## config.mk

```make
export PLATFORM = sky130hd
export DESIGN_NAME = bcd_display_driver
export DESIGN_NICKNAME = d
export VERILOG_FILES = /design/src/rtl/bcd_display_driver.sv
export SDC_FILE = /design/constraint.sdc
export NUM_CORES = 1
export LEC_CHECK = 0
export ABC_AREA = 1
export BUFFER_PORTS_ARGS = -buffer_cell sky130_fd_sc_hd__buf_4
export CORE_MARGIN = 2
export CORE_UTILIZATION = 35
export CTS_CLUSTER_DIAMETER = 80
export DETAILED_ROUTE_END_ITERATION = 12
export PLACE_DENSITY = 0.53
export SLEW_MARGIN = 5
export SYNTH_ARGS = -nofsm -noshare
export SYNTH_HDL_FRONTEND = slang
export SYNTH_SLANG_ARGS = --single-unit
```

## constraint.sdc

```tcl
create_clock -name clk -period 2.4 [get_ports clk]
set_input_delay 0.12 -clock clk [delete_from_list [all_inputs] [get_ports clk]]
set_output_delay 0.12 -clock clk [all_outputs]
set_load 0.02 [all_outputs]
```

## src/rtl/bcd_display_driver.sv

```systemverilog
// -----------------------------------------------------------------------------
// bcd_display_driver
//
// Downstream peripheral stage of the stack CPU. Captures the CPU's unsigned
// output word, converts it to BCD with a sequential double-dabble engine (one
// shift per clock), and drives three registered 7-segment digits
// (hundreds / tens / ones). While the CPU error line is high all three digits
// show "Err". The conversion keeps running underneath, so its result is not
// lost.
//
// Parameters
//   DATA_WIDTH      width of the unsigned input value (1..9; 511 fits 3 digits)
//   SEG_ACTIVE_LOW  0: segment lit = 1; 1: all segment outputs inverted
//
// Build option
//   LEADING_ZERO_BLANK_EN  when defined, a zero hundreds digit is blanked, and
//                          the tens digit is blanked when hundreds and tens are
//                          both zero. The ones digit is always shown, and the
//                          error pattern is never blanked.
//                          Undefined (default): all three digits always shown.
//
// Ports
//   clk            in   rising-edge clock
//   reset          in   synchronous, active-high
//   in             in   [DATA_WIDTH] unsigned value from the CPU
//   in_valid       in   1-cycle strobe, in is new
//   error          in   CPU error level
//   busy           out  conversion in progress
//   done           out  1-cycle pulse, digits just updated from a conversion
//   ones_7seg      out  [7] {g,f,e,d,c,b,a}, bit0 = a
//   tens_7seg      out  [7] same encoding
//   hundreds_7seg  out  [7] same encoding
// -----------------------------------------------------------------------------
module bcd_display_driver #(
   parameter int DATA_WIDTH     = 8,
   parameter bit SEG_ACTIVE_LOW = 1'b0
) (
   input  logic                  clk,
   input  logic                  reset,
   input  logic [DATA_WIDTH-1:0] in,
   input  logic                  in_valid,
   input  logic                  error,
   output logic                  busy,
   output logic                  done,
   output logic [6:0]            ones_7seg,
   output logic [6:0]            tens_7seg,
   output logic [6:0]            hundreds_7seg
);

   // Scratch layout: {hundreds, tens, ones, binary}. The binary field is
   // exactly DATA_WIDTH wide, so DATA_WIDTH shifts move every input bit into
   // the BCD field.
   localparam int         SCR_W      = 12 + DATA_WIDTH;
   localparam logic [3:0] LAST_SHIFT = 4'(DATA_WIDTH - 1);

   localparam logic [6:0] SEG_ZERO  = 7'b0111111;
   localparam logic [6:0] SEG_E     = 7'b1111001;
   localparam logic [6:0] SEG_R     = 7'b1010000;
   localparam logic [6:0] SEG_BLANK = 7'b0000000;
   localparam logic [6:0] SEG_POL   = {7{SEG_ACTIVE_LOW}};

   typedef enum logic [1:0] {
      ST_IDLE   = 2'd0,
      ST_SHIFT  = 2'd1,
      ST_UPDATE = 2'd2
   } state_t;

   state_t                state_q, state_d;
   logic [SCR_W-1:0]      scratch_q, scratch_d;
   logic [DATA_WIDTH-1:0] pend_val_q, pend_val_d;
   logic                  pend_q, pend_d;
   logic [3:0]            cnt_q, cnt_d;
   logic                  busy_q, busy_d;
   logic                  done_q, done_d;
   logic [3:0]            dig_h_q, dig_h_d;
   logic [3:0]            dig_t_q, dig_t_d;
   logic [3:0]            dig_o_q, dig_o_d;
   logic [6:0]            seg_h_q, seg_h_d;
   logic [6:0]            seg_t_q, seg_t_d;
   logic [6:0]            seg_o_q, seg_o_d;
   logic [6:0]            pat_h, pat_t, pat_o;

   // 7-segment pattern for one BCD digit, {g,f,e,d,c,b,a}. Codes above 9
   // cannot come out of the converter and are shown dark.
   function automatic logic [6:0] seg_decode(input logic [3:0] d);
      logic [6:0] p;
      case (d)
         4'd0:    p = 7'b0111111;
         4'd1:    p = 7'b0000110;
         4'd2:    p = 7'b1011011;
         4'd3:    p = 7'b1001111;
         4'd4:    p = 7'b1100110;
         4'd5:    p = 7'b1101101;
         4'd6:    p = 7'b1111101;
         4'd7:    p = 7'b0000111;
         4'd8:    p = 7'b1111111;
         4'd9:    p = 7'b1101111;
         default: p = 7'b0000000;
      endcase
      return p;
   endfunction

   // One double-dabble iteration: add 3 to every BCD nibble >= 5, then shift
   // the whole scratch left by one bit.
   function automatic logic [SCR_W-1:0] dabble_step(input logic [SCR_W-1:0] s);
      logic [11:0]      bcd;
      logic [SCR_W-1:0] adj;
      bcd = s[SCR_W-1 -: 12];
      for (int i = 0; i < 3; i++) begin
         if (bcd[i*4 +: 4] >= 4'd5) begin
            bcd[i*4 +: 4] = bcd[i*4 +: 4] + 4'd3;
         end
      end
      adj = {bcd, s[DATA_WIDTH-1:0]};
      return {adj[SCR_W-2:0], 1'b0};
   endfunction

   // Conversion FSM and pending-value capture
   always_comb begin
      state_d    = state_q;
      scratch_d  = scratch_q;
      pend_val_d = pend_val_q;
      pend_d     = pend_q;
      cnt_d      = cnt_q;
      dig_h_d    = dig_h_q;
      dig_t_d    = dig_t_q;
      dig_o_d    = dig_o_q;
      done_d     = 1'b0;

      case (state_q)
         ST_IDLE: begin
            // A fresh strobe beats a stored value; the stored one is stale.
            if (in_valid) begin
               scratch_d = {12'b0, in};
               cnt_d     = 4'd0;
               pend_d    = 1'b0;
               state_d   = ST_SHIFT;
            end else if (pend_q) begin
               scratch_d = {12'b0, pend_val_q};
               cnt_d     = 4'd0;
               pend_d    = 1'b0;
               state_d   = ST_SHIFT;
            end
         end
         ST_SHIFT: begin
            scratch_d = dabble_step(scratch_q);
            cnt_d     = cnt_q + 4'd1;
            if (cnt_q == LAST_SHIFT) begin
               state_d = ST_UPDATE;
            end
         end
         ST_UPDATE: begin
            dig_h_d = scratch_q[SCR_W-1 -: 4];
            dig_t_d = scratch_q[SCR_W-5 -: 4];
            dig_o_d = scratch_q[SCR_W-9 -: 4];
            done_d  = 1'b1;
            state_d = ST_IDLE;
         end
         default: begin
            state_d = ST_IDLE;
         end
      endcase

      // Strobes arriving while the engine is occupied go to the single-entry
      // pending slot; the newest value wins.
      if (in_valid && (state_q != ST_IDLE)) begin
         pend_val_d = in;
         pend_d     = 1'b1;
      end

      // busy is registered from the next state, so it drops on the edge that
      // enters IDLE and rises on the edge that starts a conversion.
      busy_d = (state_d != ST_IDLE);
   end

   // Segment pattern selection. Decoding the next-state digits lets the
   // segments change on the same edge that writes the digit registers.
   always_comb begin
      pat_h = seg_decode(dig_h_d);
      pat_t = seg_decode(dig_t_d);
      pat_o = seg_decode(dig_o_d);
`ifdef LEADING_ZERO_BLANK_EN
      if (dig_h_d == 4'd0) begin
         pat_h = SEG_BLANK;
         if (dig_t_d == 4'd0) begin
            pat_t = SEG_BLANK;
         end
      end
`else
      // All three digits are always shown, leading zeros included.
`endif
      if (error) begin
         pat_h = SEG_E;
         pat_t = SEG_R;
         pat_o = SEG_R;
      end
      seg_h_d = pat_h ^ SEG_POL;
      seg_t_d = pat_t ^ SEG_POL;
      seg_o_d = pat_o ^ SEG_POL;
   end

   // State and output registers
   always_ff @(posedge clk) begin
      if (reset) begin
         state_q    <= ST_IDLE;
         scratch_q  <= '0;
         pend_val_q <= '0;
         pend_q     <= 1'b0;
         cnt_q      <= 4'd0;
         busy_q     <= 1'b0;
         done_q     <= 1'b0;
         dig_h_q    <= 4'd0;
         dig_t_q    <= 4'd0;
         dig_o_q    <= 4'd0;
         seg_h_q    <= SEG_ZERO ^ SEG_POL;
         seg_t_q    <= SEG_ZERO ^ SEG_POL;
         seg_o_q    <= SEG_ZERO ^ SEG_POL;
      end else begin
         state_q    <= state_d;
         scratch_q  <= scratch_d;
         pend_val_q <= pend_val_d;
         pend_q     <= pend_d;
         cnt_q      <= cnt_d;
         busy_q     <= busy_d;
         done_q     <= done_d;
         dig_h_q    <= dig_h_d;
         dig_t_q    <= dig_t_d;
         dig_o_q    <= dig_o_d;
         seg_h_q    <= seg_h_d;
         seg_t_q    <= seg_t_d;
         seg_o_q    <= seg_o_d;
      end
   end

   assign busy          = busy_q;
   assign done          = done_q;
   assign hundreds_7seg = seg_h_q;
   assign tens_7seg     = seg_t_q;
   assign ones_7seg     = seg_o_q;

endmodule

```

# ---- After elaboration in Yosys (flattened, before gate mapping)
# Memories as Yosys holds them, arrays and structs flattened.
# Index checks and enable logic that the tools add are counted.
dict set report op_classes {
  muxes 22
  reduce_logical 8
  n_eq_ne 4
  magnitude_cmp 3
  n_addsub 4
}
# op count
set ops {}
lappend ops {{20-bit 2-to-1 mux} 2}
lappend ops {{20-bit case mux with 2 select lines} 1}
lappend ops {{4-bit 2-to-1 mux} 7}
lappend ops {{7-bit 2-to-1 mux} 3}
lappend ops {{4-bit by 3-bit greater-or-equal comparator with 1-bit output (second input constant)} 3}
lappend ops {{4-bit by 2-bit adder with 4-bit output (second input constant)} 2}
lappend ops {{4-bit case mux with 2 select lines} 1}
lappend ops {{2-bit nonzero test} 4}
lappend ops {{2-bit 2-to-1 mux} 3}
lappend ops {{4-bit by 1-bit adder with 4-bit output (second input constant)} 1}
lappend ops {{4-bit by 3-bit == test with 1-bit output (second input constant)} 1}
lappend ops {{2-bit case mux with 2 select lines} 1}
lappend ops {{3-bit by 2-bit adder with 3-bit output (second input constant)} 1}
lappend ops {{1-bit 2-to-1 mux} 3}
lappend ops {{3-bit 2-to-1 mux} 1}
lappend ops {{3-bit inequality test (second input constant)} 1}
lappend ops {{2-bit by 1-bit == test with 1-bit output (second input constant)} 1}
lappend ops {{2-bit == test (second input constant)} 1}
lappend ops {{2-bit zero test} 1}
lappend ops {{2-bit AND reduction} 1}
lappend ops {{2-bit OR reduction} 1}
lappend ops {{1-bit logical AND} 1}
dict set report word_totals {
  output_inout_bits 23
  in_bits 12
  n_memories 3
  word_cells 60
  reg_bits 70
  rom_bits 336
}
# memory depth word_bits read_ports rd_ports_with_merged_regs wr line_no
set memory_table {}
lappend memory_table {{(name not given)} 16 7 1 0 0 87} ;# case (d)
lappend memory_table {{(name not given)} 16 7 1 0 0 87}
lappend memory_table {{(name not given)} 16 7 1 0 0 87}

# ---- Logic depth before layout (Yosys ltp)
dict set report logic_depth {
  depth_word 4
  mapped_depth 12
  ltp_nobuf 11
}

# ---- Worst setup path after synthesis
# No wires, ideal clock.
dict set report synth_path {
  kind {reg2reg}
  from {reg state_q[0]}
  to {reg seg_t_q[6] (netlist: tens_7seg[6])}
  synth_period_minus_slack_ns 1.877
  path_stages_with_launch 12
  n_path_buf 1
  slack_ns 0.523
  setup_time_ns 0.070
  arrival_ns 1.807
  t_required_ns 2.330
  path_cell_list {dfxtp_1 inv_2 nand2_4 buf_6 o21ai_0 inv_1 ha_1 inv_1 nand3_1 nand3_1 nand2_1 a21oi_1}
}
dict set report synth_between {
  elab_chain_cells 4
}
# element line_no
set synth_rtl {}
lappend synth_rtl {{start: declaration} 68} ;# state_t state_q, state_d;
lappend synth_rtl {{start signal: assignment} 219} ;# state_q <= state_d;
lappend synth_rtl {{2-bit == test} 130} ;# case (state_q)
lappend synth_rtl {{4-bit 2-to-1 mux} 130}
lappend synth_rtl {{net dig_t_d[0]} 76} ;# logic [3:0] dig_t_q, dig_t_d;
lappend synth_rtl {{memory 16 x 7 bit} --}
lappend synth_rtl {{7-bit 2-to-1 mux} 192} ;# if (error) begin
lappend synth_rtl {{end signal: assignment} 216} ;# seg_t_q <= SEG_ZERO ^ SEG_POL;
lappend synth_rtl {{end signal: assignment} 230} ;# seg_t_q <= seg_t_d;
lappend synth_rtl {{end: declaration} 79} ;# logic [6:0] seg_t_q, seg_t_d;
# The timed path passes the listed nets, and every way through them passes these cells.
# A chain may end at the register's enable or synchronous reset.

# ---- Final worst setup path
dict set report layout_path {
  from {reg state_q[1]}
  to {reg seg_o_q[6] (netlist: ones_7seg[6])}
}
dict set report layout_between {
  elab_chain_cells 4
}
# element line_no
set layout_rtl {}
lappend layout_rtl {{2-bit == test} 130}
lappend layout_rtl {{4-bit 2-to-1 mux} 130}
lappend layout_rtl {{net dig_o_d[0]} 77} ;# logic [3:0] dig_o_q, dig_o_d;
lappend layout_rtl {{memory 16 x 7 bit} --}
lappend layout_rtl {{7-bit 2-to-1 mux} 192}
lappend layout_rtl {{end signal: assignment} 217} ;# seg_o_q <= SEG_ZERO ^ SEG_POL;
lappend layout_rtl {{end signal: assignment} 231} ;# seg_o_q <= seg_o_d;
lappend layout_rtl {{end: declaration} 80} ;# logic [6:0] seg_o_q, seg_o_d;
# The timed path passes the listed nets, and every way through them passes these cells.

==> results.md <==
- Status: complete, no violations
- Initial antenna violation count: 0
- First-pass GRT wire length: 11.8 mm
- CTS tree: built
- Worst min path class: input port to flip-flop
- Setup Skew: 8.03 ps
- Avg Cell Area, Syn: 7.61 um2
- FF+latch area: 1400 um2
- Most frequent cells in the layout: 90 x nand2_1, 70 x dfxtp_1, 50 x inv_1
- Via-to-Cell Ratio: 4.50
- Floorplan die height: 102 um
- Residual DRC: 0
- Reg-to-reg critical path endpoint: ones_7seg[6]$_SDFF_PP0_
- Hold Vio Cnt, Final: 0
- Hold path depth: 3
- Hold Buf Count CTS: 0
- Count of flip-flops with a built-in enable after synthesis: 0
- Final WS setup: 334 ps
- Max Fclk: 484 MHz
- Vias in the first global route: 2548
- Post-Route WL: 6.62 mm
- Cells after Synth: 445
- I/O pin count: 35
- RSZ-0062 raised after global routing: false
- Synth Cell Area: 3390 um2
- Final period util: 86.1%
- Vias: 2752
- Worst EP arrival: 2360 ps
- Worst Setup End Kind: flip-flop
- Area taken by multi-input logic gates: 1690 um2
- Antenna-violating nets left: 0
- CP startpoint: state_q[1]$_SDFF_PP0_
- Die extent in x: 102 um
- Hold Path End: pend_val_q[7]$_SDFFE_PP0P_
- Drt pass-1 iters: 4
- Slew HR: 47.0%
- H-tree depth: 3
- Min-delay src: in[7]
- Root buffer cell: clkbuf_8
- YS warnings: 0
- P&R area growth vs syn: 17.2%
- Fill cells: 976
- Met1 Wirelength: 3.34 mm
- Die area: 10500 um2
- HPWL Detailed: 4.74 mm
- Setup crit start kind: flip-flop
- Core Area: 9330 um2
- Share of flip-flops with an asynchronous set or reset: 0%
- MaxCap Viol Count: 0
- Layout cells sized above 1: 17.6%
- Met3 WL: 223 um
- Largest net degree at the start of global routing: 42
- Netlist cell types: 29
- Setup-failing EPs final: 0
- Slew @ Worst Pin: 793 ps
- Commonest non-fill, non-tap cell in the layout: nand2_1
- GPL Wtd Cong: 0.766
- WP data required: 2700 ps
- Prevailing post-synth register cell: dfxtp_1
- Worst R2R Path Depth: 9
- Avg WL per Cell: 10.8 um
- Met2 WL: 2.93 mm
- Clock Sinks: 70
- Nets: 513
- Crit path max fanout: 18
- Uppermost layer routed: met4
- Pleak: 1.78 nW
- PwrDens: 664 nW/um2
- Initial DRC count: 126
- Setup Crit Path Kind: flip-flop to flip-flop
- R2R Path Start: state_q[1]$_SDFF_PP0_
- Initial Util: 36.3%
- Max VDD drop: 0.000303 V
- Num CTS Buffers: 9
- Register area share after synthesis: 41.4%
- All-Layer GR Usage: 14.3%
- CTS Buffer Depth: 2
- # port buffers: 34
- # rows: 35
- Worst-path clk slew: 80 ps
- Min Tclk post-route: 2070 ps
- Clk_lat worst skew: 340 ps
- Ant diodes: 0
- Flops & latches, synth: 70
- Remaining Overflow, GRT: 0
- Syn nets: 481
- Postcts setup bufs: 0
- TNS Setup: 0 ps
- R2R Setup Slk: 330 ps
- Max-slew violations: 0
- Post-Place Setup Slack: 214 ps
## report_power, final
part	total [mW]	internal, mW	leakage, nW	switching [mW]
Combinational	0.227	0.0818	1.09	0.145
Sequential	1.23	1.21	0.573	0.0211
Clock	1.18	0.721	0.120	0.458
## flip-flops by register name, indices dropped and copies added, names as in the netlist
name and count:
scratch_q 20, pend_val_q 8, hundreds_7seg 7, ones_7seg 7, tens_7seg 7, cnt_q 4, dig_h_q 4, dig_o_q 4
dig_t_q 4, state_q 2, busy 1, done 1, pend_q 1
## per-stage QoR
| step | std cells | instance area [um2] | utilization [%] | power (mW) | hold slack, ps |
|---|---|---|---|---|---|
| 2_1_floorplan | 445 | 3390 | - | 1.42 | 270 |
| 3_3_place_gp | 595 | 3720 | 39.9 | 1.49 | 382 |
| 3_5_place_dp | 595 | 3720 | 39.9 | 1.49 | 404 |
| 4_1_cts | 611 | 3970 | 42.6 | 2.68 | 20.7 |
| 5_1_grt | 611 | 3970 | 42.6 | 2.76 | 32.5 |
| 6_report | 611 | 3970 | 42.6 | 2.64 | 38.5 |
## critical path, cell delays in order (launching register included)
cell and delay, ps:
dfxtp_1 520, nand2_4 210, o21ai_0 550, inv_1 140
ha_1 240, nand3_1 80, nand3_1 80, nand3_1 80
nand2_1 50, inv_1 70
## metal layers
metal | global-route usage, % | up-vias
met5 | 0 | -
met4 | 6.77 | 0
met3 | 3.01 | 10
met2 | 22.9 | 41
met1 | 18.4 | 1202
li1 | - | 1499
## timing repair
action                                  in CTS  in global routing
endpoints found under the hold margin        0                  0
endpoints found under the setup margin       0                  6
resized for setup                            0                  2
## logic make-up after synthesis
kind of cell | share of synthesized area, %
XOR/XNOR | 0.517
flip-flops | 41.4
AO/OA/AOI/OAI | 14.3
AND/OR/NAND/NOR | 26.1
buffers and inverters | 8.83
adder cells (fa/ha/maj) | 8.86
## synthesized netlist by cell type, types with 2 or more instances
| library cell | n | area share (%) |
|---|---|---|
| nand2_1 | 90 | 10 |
| dfxtp_1 | 70 | 41 |
| inv_1 | 50 | 5.5 |
| nor2_1 | 49 | 5.4 |
| nand3_1 | 34 | 5.0 |
| ha_1 | 24 | 8.9 |
| o21ai_0 | 23 | 3.4 |
| a21oi_1 | 21 | 3.1 |
| o211ai_1 | 9 | 2.0 |
| o21ai_2 | 9 | 2.3 |
| nand2_2 | 7 | 1.3 |
| o21ai_1 | 7 | 1.0 |
| a211oi_1 | 6 | 1.3 |
| clkbuf_1 | 6 | 0.66 |
| nand4_1 | 6 | 1.1 |
| or2_2 | 6 | 1.1 |
| buf_6 | 4 | 1.3 |
| inv_2 | 4 | 0.44 |
| a22oi_1 | 3 | 0.66 |
| buf_2 | 3 | 0.44 |
| nand2_4 | 3 | 1.0 |
| nor2_2 | 2 | 0.37 |
| nor2_4 | 2 | 0.66 |
| xor2_1 | 2 | 0.52 |
## cell type report
| class | count | area share [%] |
|---|---|---|
| multi-input combinational | 306 | 42.5 |
| clock inverter | 5 | 2.68 |
| sequential | 70 | 35.3 |
| tap | 129 | 4.07 |
| clock buffer | 11 | 3.56 |
| inverter | 55 | 5.26 |
| timing repair buffer | 35 | 6.62 |
## worst max path at each step
stage                                              to  slack (ps)
final                         ones_7seg[6]$_SDFF_PP0_         330
after global routing          ones_7seg[6]$_SDFF_PP0_          80
after CTS                 hundreds_7seg[6]$_SDFF_PP0_         190
after detailed placement  hundreds_7seg[6]$_SDFF_PP0_         210
after global placement    hundreds_7seg[6]$_SDFF_PP0_         290
after floorplan               tens_7seg[6]$_SDFF_PP0_         520
No activity file was read; power rests on OpenSTA's default activity.
